<file path="src/rtl/div_unit_if.sv">
// div_unit_if: request/result bundle for the iterative divider.
//   start/sign/dividend/divisor : request, driven by the issuing stage
//   busy/ready/q/r/dz           : status and result, driven by the divider
// master = requester (execute stage / bench), slave = div_unit.
interface div_unit_if #(
  parameter int WIDTH = 32
);
  logic             start;
  logic             sign;
  logic [WIDTH-1:0] dividend;
  logic [WIDTH-1:0] divisor;
  logic             busy;
  logic             ready;
  logic [WIDTH-1:0] q;
  logic [WIDTH-1:0] r;
  logic             dz;

  modport master (
    output start, sign, dividend, divisor,
    input  busy, ready, q, r, dz
  );

  modport slave (
    input  start, sign, dividend, divisor,
    output busy, ready, q, r, dz
  );
endinterface

</file>
<file path="src/rtl/div_unit.sv">
// div_unit: iterative radix-2 restoring divider for DIV (signed) and DIVU.
// One quotient bit per clock. WIDTH RUN cycles after the capture edge, the
// result is presented with a one-cycle ready pulse. q (LO) and r (HI) hold
// until the next completion.
// Ports:
//   clock  : rising-edge clock
//   resetn : asynchronous active-low reset
//   bus    : div_unit_if.slave (start/sign/dividend/divisor in,
//            busy/ready/q/r/dz out)
// Parameters:
//   WIDTH : operand/result width, also the iteration count
//   CW    : iteration counter width, 2**CW >= WIDTH
module div_unit #(
  parameter int WIDTH = 32,
  parameter int CW    = 5
) (
  input  logic       clock,
  input  logic       resetn,
  div_unit_if.slave  bus
);

  typedef enum logic {IDLE, RUN} state_t;

  state_t           state_q;
  logic [CW-1:0]    cnt_q;
  logic [WIDTH-1:0] rem_q;    // partial remainder
  logic [WIDTH-1:0] quo_q;    // dividend bits shifting out, quotient bits in
  logic [WIDTH-1:0] dvs_q;    // divisor magnitude
  logic             qneg_q;
  logic             rneg_q;
  logic             busy_q;
  logic             ready_q;
  logic             dz_q;
  logic [WIDTH-1:0] q_q;
  logic [WIDTH-1:0] r_q;

  logic [WIDTH:0]   trial_w;
  logic [WIDTH:0]   diff_w;
  logic [WIDTH-1:0] rem_d;
  logic [WIDTH-1:0] quo_d;
  logic [WIDTH-1:0] q_fin;
  logic [WIDTH-1:0] r_fin;
  logic [WIDTH-1:0] a_mag;
  logic [WIDTH-1:0] b_mag;
  logic             a_msb;
  logic             b_msb;
  logic             last_w;

  always_comb begin
    // Shift the next dividend bit into the partial remainder; the extra top
    // bit of the WIDTH+1 subtraction is the borrow that decides restore.
    trial_w = {rem_q, quo_q[WIDTH-1]};
    diff_w  = trial_w - {1'b0, dvs_q};
    if (!diff_w[WIDTH]) begin
      rem_d = diff_w[WIDTH-1:0];
      quo_d = {quo_q[WIDTH-2:0], 1'b1};
    end else begin
      rem_d = trial_w[WIDTH-1:0];
      quo_d = {quo_q[WIDTH-2:0], 1'b0};
    end
    q_fin = qneg_q ? (~quo_d + 1'b1) : quo_d;
    r_fin = rneg_q ? (~rem_d + 1'b1) : rem_d;

    // Magnitudes at capture. The most negative value maps onto itself, which
    // read as unsigned is the correct magnitude, so overflow needs no case.
    a_msb = bus.dividend[WIDTH-1];
    b_msb = bus.divisor[WIDTH-1];
    a_mag = (bus.sign && a_msb) ? (~bus.dividend + 1'b1) : bus.dividend;
    b_mag = (bus.sign && b_msb) ? (~bus.divisor  + 1'b1) : bus.divisor;

    last_w = (cnt_q == CW'(WIDTH - 1));
  end

  always_ff @(posedge clock or negedge resetn) begin
    if (!resetn) begin
      state_q <= IDLE;
      cnt_q   <= '0;
      rem_q   <= '0;
      quo_q   <= '0;
      dvs_q   <= '0;
      qneg_q  <= 1'b0;
      rneg_q  <= 1'b0;
      busy_q  <= 1'b0;
      ready_q <= 1'b0;
      dz_q    <= 1'b0;
      q_q     <= '0;
      r_q     <= '0;
    end else begin
      ready_q <= 1'b0;
      case (state_q)
        IDLE: begin
          if (bus.start) begin
            if (bus.divisor == '0) begin
              // Divide-by-zero completes on the capture edge, no iterations.
              q_q     <= '1;
              r_q     <= bus.dividend;
              dz_q    <= 1'b1;
              ready_q <= 1'b1;
            end else begin
              quo_q   <= a_mag;
              dvs_q   <= b_mag;
              rem_q   <= '0;
              qneg_q  <= bus.sign & (a_msb ^ b_msb);
              rneg_q  <= bus.sign & a_msb;
              cnt_q   <= '0;
              busy_q  <= 1'b1;
              state_q <= RUN;
            end
          end
        end
        RUN: begin
          rem_q <= rem_d;
          quo_q <= quo_d;
          cnt_q <= cnt_q + CW'(1);
          if (last_w) begin
            q_q     <= q_fin;
            r_q     <= r_fin;
            dz_q    <= 1'b0;
            ready_q <= 1'b1;
            busy_q  <= 1'b0;
            state_q <= IDLE;
          end
        end
        default: state_q <= IDLE;
      endcase
    end
  end

  assign bus.busy  = busy_q;
  assign bus.ready = ready_q;
  assign bus.q     = q_q;
  assign bus.r     = r_q;
  assign bus.dz    = dz_q;

endmodule

</file>
<file path="src/flat_wrapper.sv">
// flat-port wrapper written by rule: the top's interface ports become plain ports
module div_unit_flat 
#(
  parameter int WIDTH = 32,
  parameter int CW    = 5
)
  (clock, resetn, bus_start, bus_sign, bus_dividend, bus_divisor, bus_busy, bus_ready, bus_q, bus_r, bus_dz);
  div_unit_if #(.WIDTH(WIDTH)) bus_i ();
  input  logic clock;
  input  logic resetn;
  input wire logic [$bits(bus_i.start)-1:0] bus_start;
  input wire logic [$bits(bus_i.sign)-1:0] bus_sign;
  input wire logic [$bits(bus_i.dividend)-1:0] bus_dividend;
  input wire logic [$bits(bus_i.divisor)-1:0] bus_divisor;
  output wire logic [$bits(bus_i.busy)-1:0] bus_busy;
  output wire logic [$bits(bus_i.ready)-1:0] bus_ready;
  output wire logic [$bits(bus_i.q)-1:0] bus_q;
  output wire logic [$bits(bus_i.r)-1:0] bus_r;
  output wire logic [$bits(bus_i.dz)-1:0] bus_dz;
  assign bus_i.start = bus_start;
  assign bus_i.sign = bus_sign;
  assign bus_i.dividend = bus_dividend;
  assign bus_i.divisor = bus_divisor;
  assign bus_busy = bus_i.busy;
  assign bus_ready = bus_i.ready;
  assign bus_q = bus_i.q;
  assign bus_r = bus_i.r;
  assign bus_dz = bus_i.dz;
  div_unit #(.WIDTH(WIDTH), .CW(CW)) u_core (.clock(clock), .resetn(resetn), .bus(bus_i));
endmodule
</file>
<file path="config.mk">
export PLATFORM = sky130hd
export DESIGN_NAME = div_unit_flat
export DESIGN_NICKNAME = d
export VERILOG_FILES = /design/src/rtl/div_unit_if.sv /design/src/rtl/div_unit.sv /design/src/flat_wrapper.sv
export SDC_FILE = /design/constraint.sdc
export NUM_CORES = 1
export LEC_CHECK = 0
export BUFFER_PORTS_ARGS = -buffer_cell sky130_fd_sc_hd__buf_2
export CAP_MARGIN = 30
export CELL_PAD_IN_SITES_DETAIL_PLACEMENT = 1
export CELL_PAD_IN_SITES_GLOBAL_PLACEMENT = 2
export CORE_MARGIN = 2
export CORE_UTILIZATION = 38
export DETAILED_ROUTE_END_ITERATION = 8
export PLACE_DENSITY_LB_ADDON = 0.1
export SETUP_SLACK_MARGIN = 0.05
export SYNTH_ARGS = -nofsm -noshare
export SYNTH_HDL_FRONTEND = slang
export SYNTH_SLANG_ARGS = --single-unit
</file>
<file path="constraint.sdc">
create_clock -name clock -period 12.27 [get_ports clock]
set_input_delay 2.454 -clock clock [delete_from_list [all_inputs] [get_ports clock]]
set_output_delay 2.454 -clock clock [all_outputs]
set_load 0.01 [all_outputs]
</file>
; ---- Yosys cells after proc, flatten, opt, wreduce, memory -nomap -nowiden
; Index checks and enable logic that the tools add are counted.
[totals]
in_bits = 68
output_inout_bits = 67
word_cells = 77
register_bits = 171
[op_classes]
n_eq_ne = 5
addsub = 6
reduce_logical = 7
mux = 38
bitwise_logic = 9
[op_table]
columns = operator, n
row1 = $mux 32, 15
row2 = $pmux 32 s2, 4
row3 = $add 32x1->32 const B, 4
row4 = $not 32->32, 4
row5 = $sub 33x32->33, 1
row6 = $logic_not 32->1, 1
row7 = $mux 1, 12
row8 = $mux 5, 2
row9 = $pmux 5 s2, 1
row10 = $reduce_and 3->1, 3
row11 = $pmux 1 s2, 4
row12 = $ne 2x2->1 const B, 3
row13 = $add 5x1->5 const B, 1
row14 = $eq 5x5->1 const B, 1
row15 = $and 1x1->1, 2
row16 = $logic_and 1x1->1, 2
row17 = $ne 2x1->1 const B, 1
row18 = $not 1->1, 2
row19 = $reduce_and 2->1, 1
row20 = $xor 1x1->1, 1

; ---- Logic depth before layout (Yosys ltp)
[depth]
ltp_word = 7
mapped_depth = 25
depth_no_buf = 22

; ---- Worst setup path before layout
; Ideal clock, no wire load.
[synth_timing]
path_kind = register -> register
from = register u_core.quo_q[31]
to = register u_core.r_q[30], in the netlist u_core.bus.r[30]
path_buffers = 2
required_ns = 12.127
arrival_ns = 5.490
path_slack_ns = 6.637
path_stages_with_launch = 25
synth_period_minus_slack_ns = 5.633
setup_time_ns = 0.143
path_cell_list = dfrtp_1 -> inv_1 -> ha_1 -> inv_1 -> fa_1 -> a211oi_2 -> o211ai_1 -> a211oi_2 -> nor2_2 -> o21bai_2 -> nand2_2 -> inv_1 -> clkbuf_1 -> buf_2 -> mux2i_1 -> ha_1 -> inv_1 -> nor4_2 -> or4b_4 -> nor4b_4 -> a41oi_2 -> or3_4 -> o31ai_4 -> xor2_1 -> o221ai_1
[synth_via]
elab_chain_cells = 7
[synth_lines]
columns = element, line
row1 = from (decl), div_unit.sv:27  ; logic [WIDTH-1:0] quo_q;
row2 = from (signal assigned), div_unit.sv:100  ; quo_q <= a_mag;
row3 = from (signal assigned), div_unit.sv:113  ; quo_q <= quo_d;
row4 = $sub 33x32->33, div_unit.sv:53  ; diff_w = trial_w - {1'b0, dvs_q};
row5 = $mux 32 (*), div_unit.sv:54  ; if (!diff_w[WIDTH]) begin
row6 = $not 32->32, div_unit.sv:62  ; r_fin = rneg_q ? (~rem_d + 1'b1) : rem_d;
row7 = $add 32x1->32, div_unit.sv:62
row8 = $mux 32 (*), div_unit.sv:62
row9 = $mux 32 (*), div_unit.sv:115  ; if (last_w) begin
row10 = $pmux 32 s2 (*), div_unit.sv:90  ; case (state_q)
row11 = to (signal assigned), div_unit.sv:96  ; r_q <= bus.dividend;
row12 = to (signal assigned), div_unit.sv:117  ; r_q <= r_fin;
row13 = to (decl), div_unit.sv:35  ; logic [WIDTH-1:0] r_q;
; Mark *: on every way between the ends. The rest lies on a longest branch, timed or not. The select of a mux whose other input is x is not followed.
; A chain may end at the register's enable or synchronous reset.

; ---- Final worst setup path
; Ends and elaborated chain as after synthesis.

==> impl_metrics.json <==
{
  "outcome": "finished clean",
  "clkSlewWorstSetupHoldPaths_ns": 0.07,
  "final_core_util_pct": 44.2,
  "fin_nets": 1739,
  "synth_top_area_share_pct": 34.7,
  "synth_area_mm2": 0.0123,
  "drcViolationCount": 0,
  "hp-class": "reg2reg",
  "syn_inst": 1545,
  "diodes": 0,
  "core_area_mm2": 0.0318,
  "final_area_mm2": 0.0140,
  "layoutNonFillerInstCount": 2079,
  "setup.worst_path.class": "reg2reg",
  "start_kind": "flip-flop",
  "hold_ws_ns": 0.472,
  "vias_per_cell": 5.73,
  "numPortBuffers": 134,
  "finalSetupViolations": 0,
  "worst_slack_ns": 5.78,
  "cts_setup_buffers": 0,
  "synthMostInstantiatedCell": "a21oi_1",
  "leakagePower_nw": 5.91,
  "vias": 11916,
  "io_pins": 135,
  "cts-buffers-inserted": 17,
  "place_inst": 2048,
  "critPathMaxFanout": 22,
  "hpwl_um": 33000,
  "synth_commonest_cells": "a21oi_1, dfrtp_1, nand2_1, nor2_1, o21ai_0",
  "required_ns": 12.57,
  "peakVddDrop_v": 0.000168,
  "ys_types": 84,
  "finalCritPeriodShare_pct": 52.9,
  "final_antenna_net_count": 0,
  "multi_input_area_mm2": 0.00749,
  "grt_max_degree": 100,
  "drive_above_1_share_pct": 13.1,
  "grt_setup_unrepaired": "no",
  "cts_resized": 0,
  "drt_iter0_drc": 662,
  "overflow": 0,
  "cts_tree": "done",
  "yosysWarnings": 0,
  "slew_headroom_pct": 28.8,
  "maxCapViolations": 0,
  "syn_to_final_growth_pct": 13.8,
  "seq_area_mm2": 0.00428,
  "mappedNetlistNets": 1652,
  "wire_per_inst_um": 21.0,
  "rows": 65,
  "synth-seq-cells": 171,
  "grtUsageTotal_pct": 26.3,
  "ys.flop_type": "dfrtp_1",
  "yosysTopAreaCell": "dfrtp_1",
  "place_congestion": 0.872,
  "htreeDepth": 4,
  "grt_pass1_vias": 12052,
  "place_area_mm2": 0.0134,
  "power.total_mw": 4.95,
  "die_h_um": 184,
  "min_period_ns": 6.49,
  "slew_viol_final": 0,
  "synthArstFlopShare_pct": 100,
  "dr.pass1.iters": 5,
  "finClkSkew_ns": 0.0160,
  "die_area_mm2": 0.0339,
  "totalNegativeSetupSlack_ns": 0,
  "cp.arrival_ns": 6.80,
  "clk_latency_ns": 0.46,
  "die_width_um": 184,
  "endpoint_kind": "flip-flop",
  "synth_edf_count": 0,
  "yosysSeqAreaShare_pct": 34.7,
  "initial_utilization_pct": 38.8,
  "p_per_area_mw_per_mm2": 352,
  "fill_cells": 3885,
  "hold_viol_final": 0,
  "wl_um": 43600,
  "dp_slack_ns": 5.81,
  "cts.hold.buffers_added": 0,
  "cts.sinks": 171,
  "synth_area_leaders": "dfrtp_1, a21oi_1, o21ai_0",
  "rrSetupSlack_ns": 5.78,
  "syn_area_per_cell_um2": 7.99,
  "grt_pass1_wl_um": 69300,
  "worst_slew_pin_slew_ns": 1.06,
  "antenna_found_initial": 0,
  "clock_path_buffers": 2,
  "root_buffer": "clkbuf_16",
  "fmax_mhz": 154
}
-- worst max-delay path, stage by stage (launching register included) --
cell and delay, ns:
dfrtp_1 0.41, inv_1 0.10, ha_1 0.17, inv_1 0.07
fa_1 0.42, a211oi_2 0.33, o211ai_1 0.23, a211oi_2 0.29
nor2_2 0.12, o21bai_2 0.32, nand2_2 0.40, buf_4 0.38
inv_1 0.12, mux2i_1 0.28, ha_1 0.23, inv_1 0.09
nor4_2 0.30, or4b_4 0.51, nor4b_4 0.29, a41oi_2 0.27
or3_4 0.49, o31ai_4 0.18, xor2_1 0.18, o221ai_1 0.14
-- area by class of cell --
type | instances | share of cell area, %
clock buffers | 20 | 3.25
clock inverters | 11 | 1.52
inverters | 63 | 1.68
multi-input cells | 1228 | 53.3
flip-flops and latches | 171 | 30.5
well taps | 435 | 3.87
repair buffers | 151 | 5.92
-- where the power goes --
group          internal (mW)  switching (mW)
registers              0.833           0.261
clock network          0.391           0.244
logic                   1.18            2.04
-- registers in the layout, indices dropped and copies added (netlist names), 5 cells and up --
register      count
u_core.rem_q     32
u_core.bus.r     32
u_core.cnt_q      5
u_core.quo_q     32
u_core.dvs_q     32
u_core.bus.q     32
-- routing by layer --
| metal | vias up | part of all wire (%) | track usage, % | wire length (um) |
|---|---|---|---|---|
| li1 | 5731 | - | - | - |
| met1 | 5928 | 46 | 34.4 | 19900 |
| met2 | 216 | 49 | 45.2 | 21200 |
| met3 | 41 | 3.2 | 2.94 | 1400 |
| met4 | 0 | 2.6 | 9.31 | 1150 |
| met5 | - | 0 | 0 | 0 |
-- worst paths after layout --
| kind | start | to | cells past startpoint |
|---|---|---|---|
| hold reg to reg | u_core.bus.busy | u_core.bus.busy | 2 |
| max in group asynchronous | resetn | u_core.rem_q[8] | 2 |
| setup / recovery | u_core.quo_q[31] | u_core.bus.r[30] | 23 |
| min in group asynchronous | resetn | u_core.bus.q[23] | 1 |
| hold / removal | u_core.bus.busy | u_core.bus.busy | 2 |
| setup reg to reg | u_core.quo_q[31] | u_core.bus.r[30] | 23 |
-- cell usage in the layout, fill, tap and decap left out, types with 5 or more instances in the layout --
cell       netlist  final
a21oi_1        180    180
dfrtp_1        171    170
nor2_1         154    153
nand2_1        154    152
buf_2           28    133
o21ai_0        132    132
nor3_1          78     78
xnor2_1         66     66
inv_1           62     61
xor2_1          51     51
nand3_1         40     40
ha_1            38     38
mux2i_1         33     33
a31oi_1         26     26
or3_1           25     25
o31ai_1         20     20
clkbuf_16        0     17
buf_4            1     15
and3_1          14     14
o22ai_1         13     13
a211oi_1        12     12
or4_1           11     11
nor4_1          11     11
nand4_1         10     10
o21a_1           9      9
nand3b_1         9      9
o22a_1           9      9
o211ai_1         7      7
nor2b_1          7      7
a21boi_0         7      7
a21o_1           7      7
nand2b_1         6      6
o41ai_1          6      6
bufinv_16        0      6
o21bai_1         5      5
o31a_1           5      5
o2111ai_1        5      5
o221ai_1         5      5
-- logic make-up (layout without fill, tap and decap cells) --
kind of cell,Yosys count,count (layout),synth area share [%]
xor+xnor,117,117,8.30
simple gates,549,549,21.3
flops,171,171,34.7
compound gates,487,487,24.1
mux,36,36,2.95
buf+inv,146,245,4.75
fa+ha+maj,39,39,4.01
No activity file was read; power rests on OpenSTA's default activity.
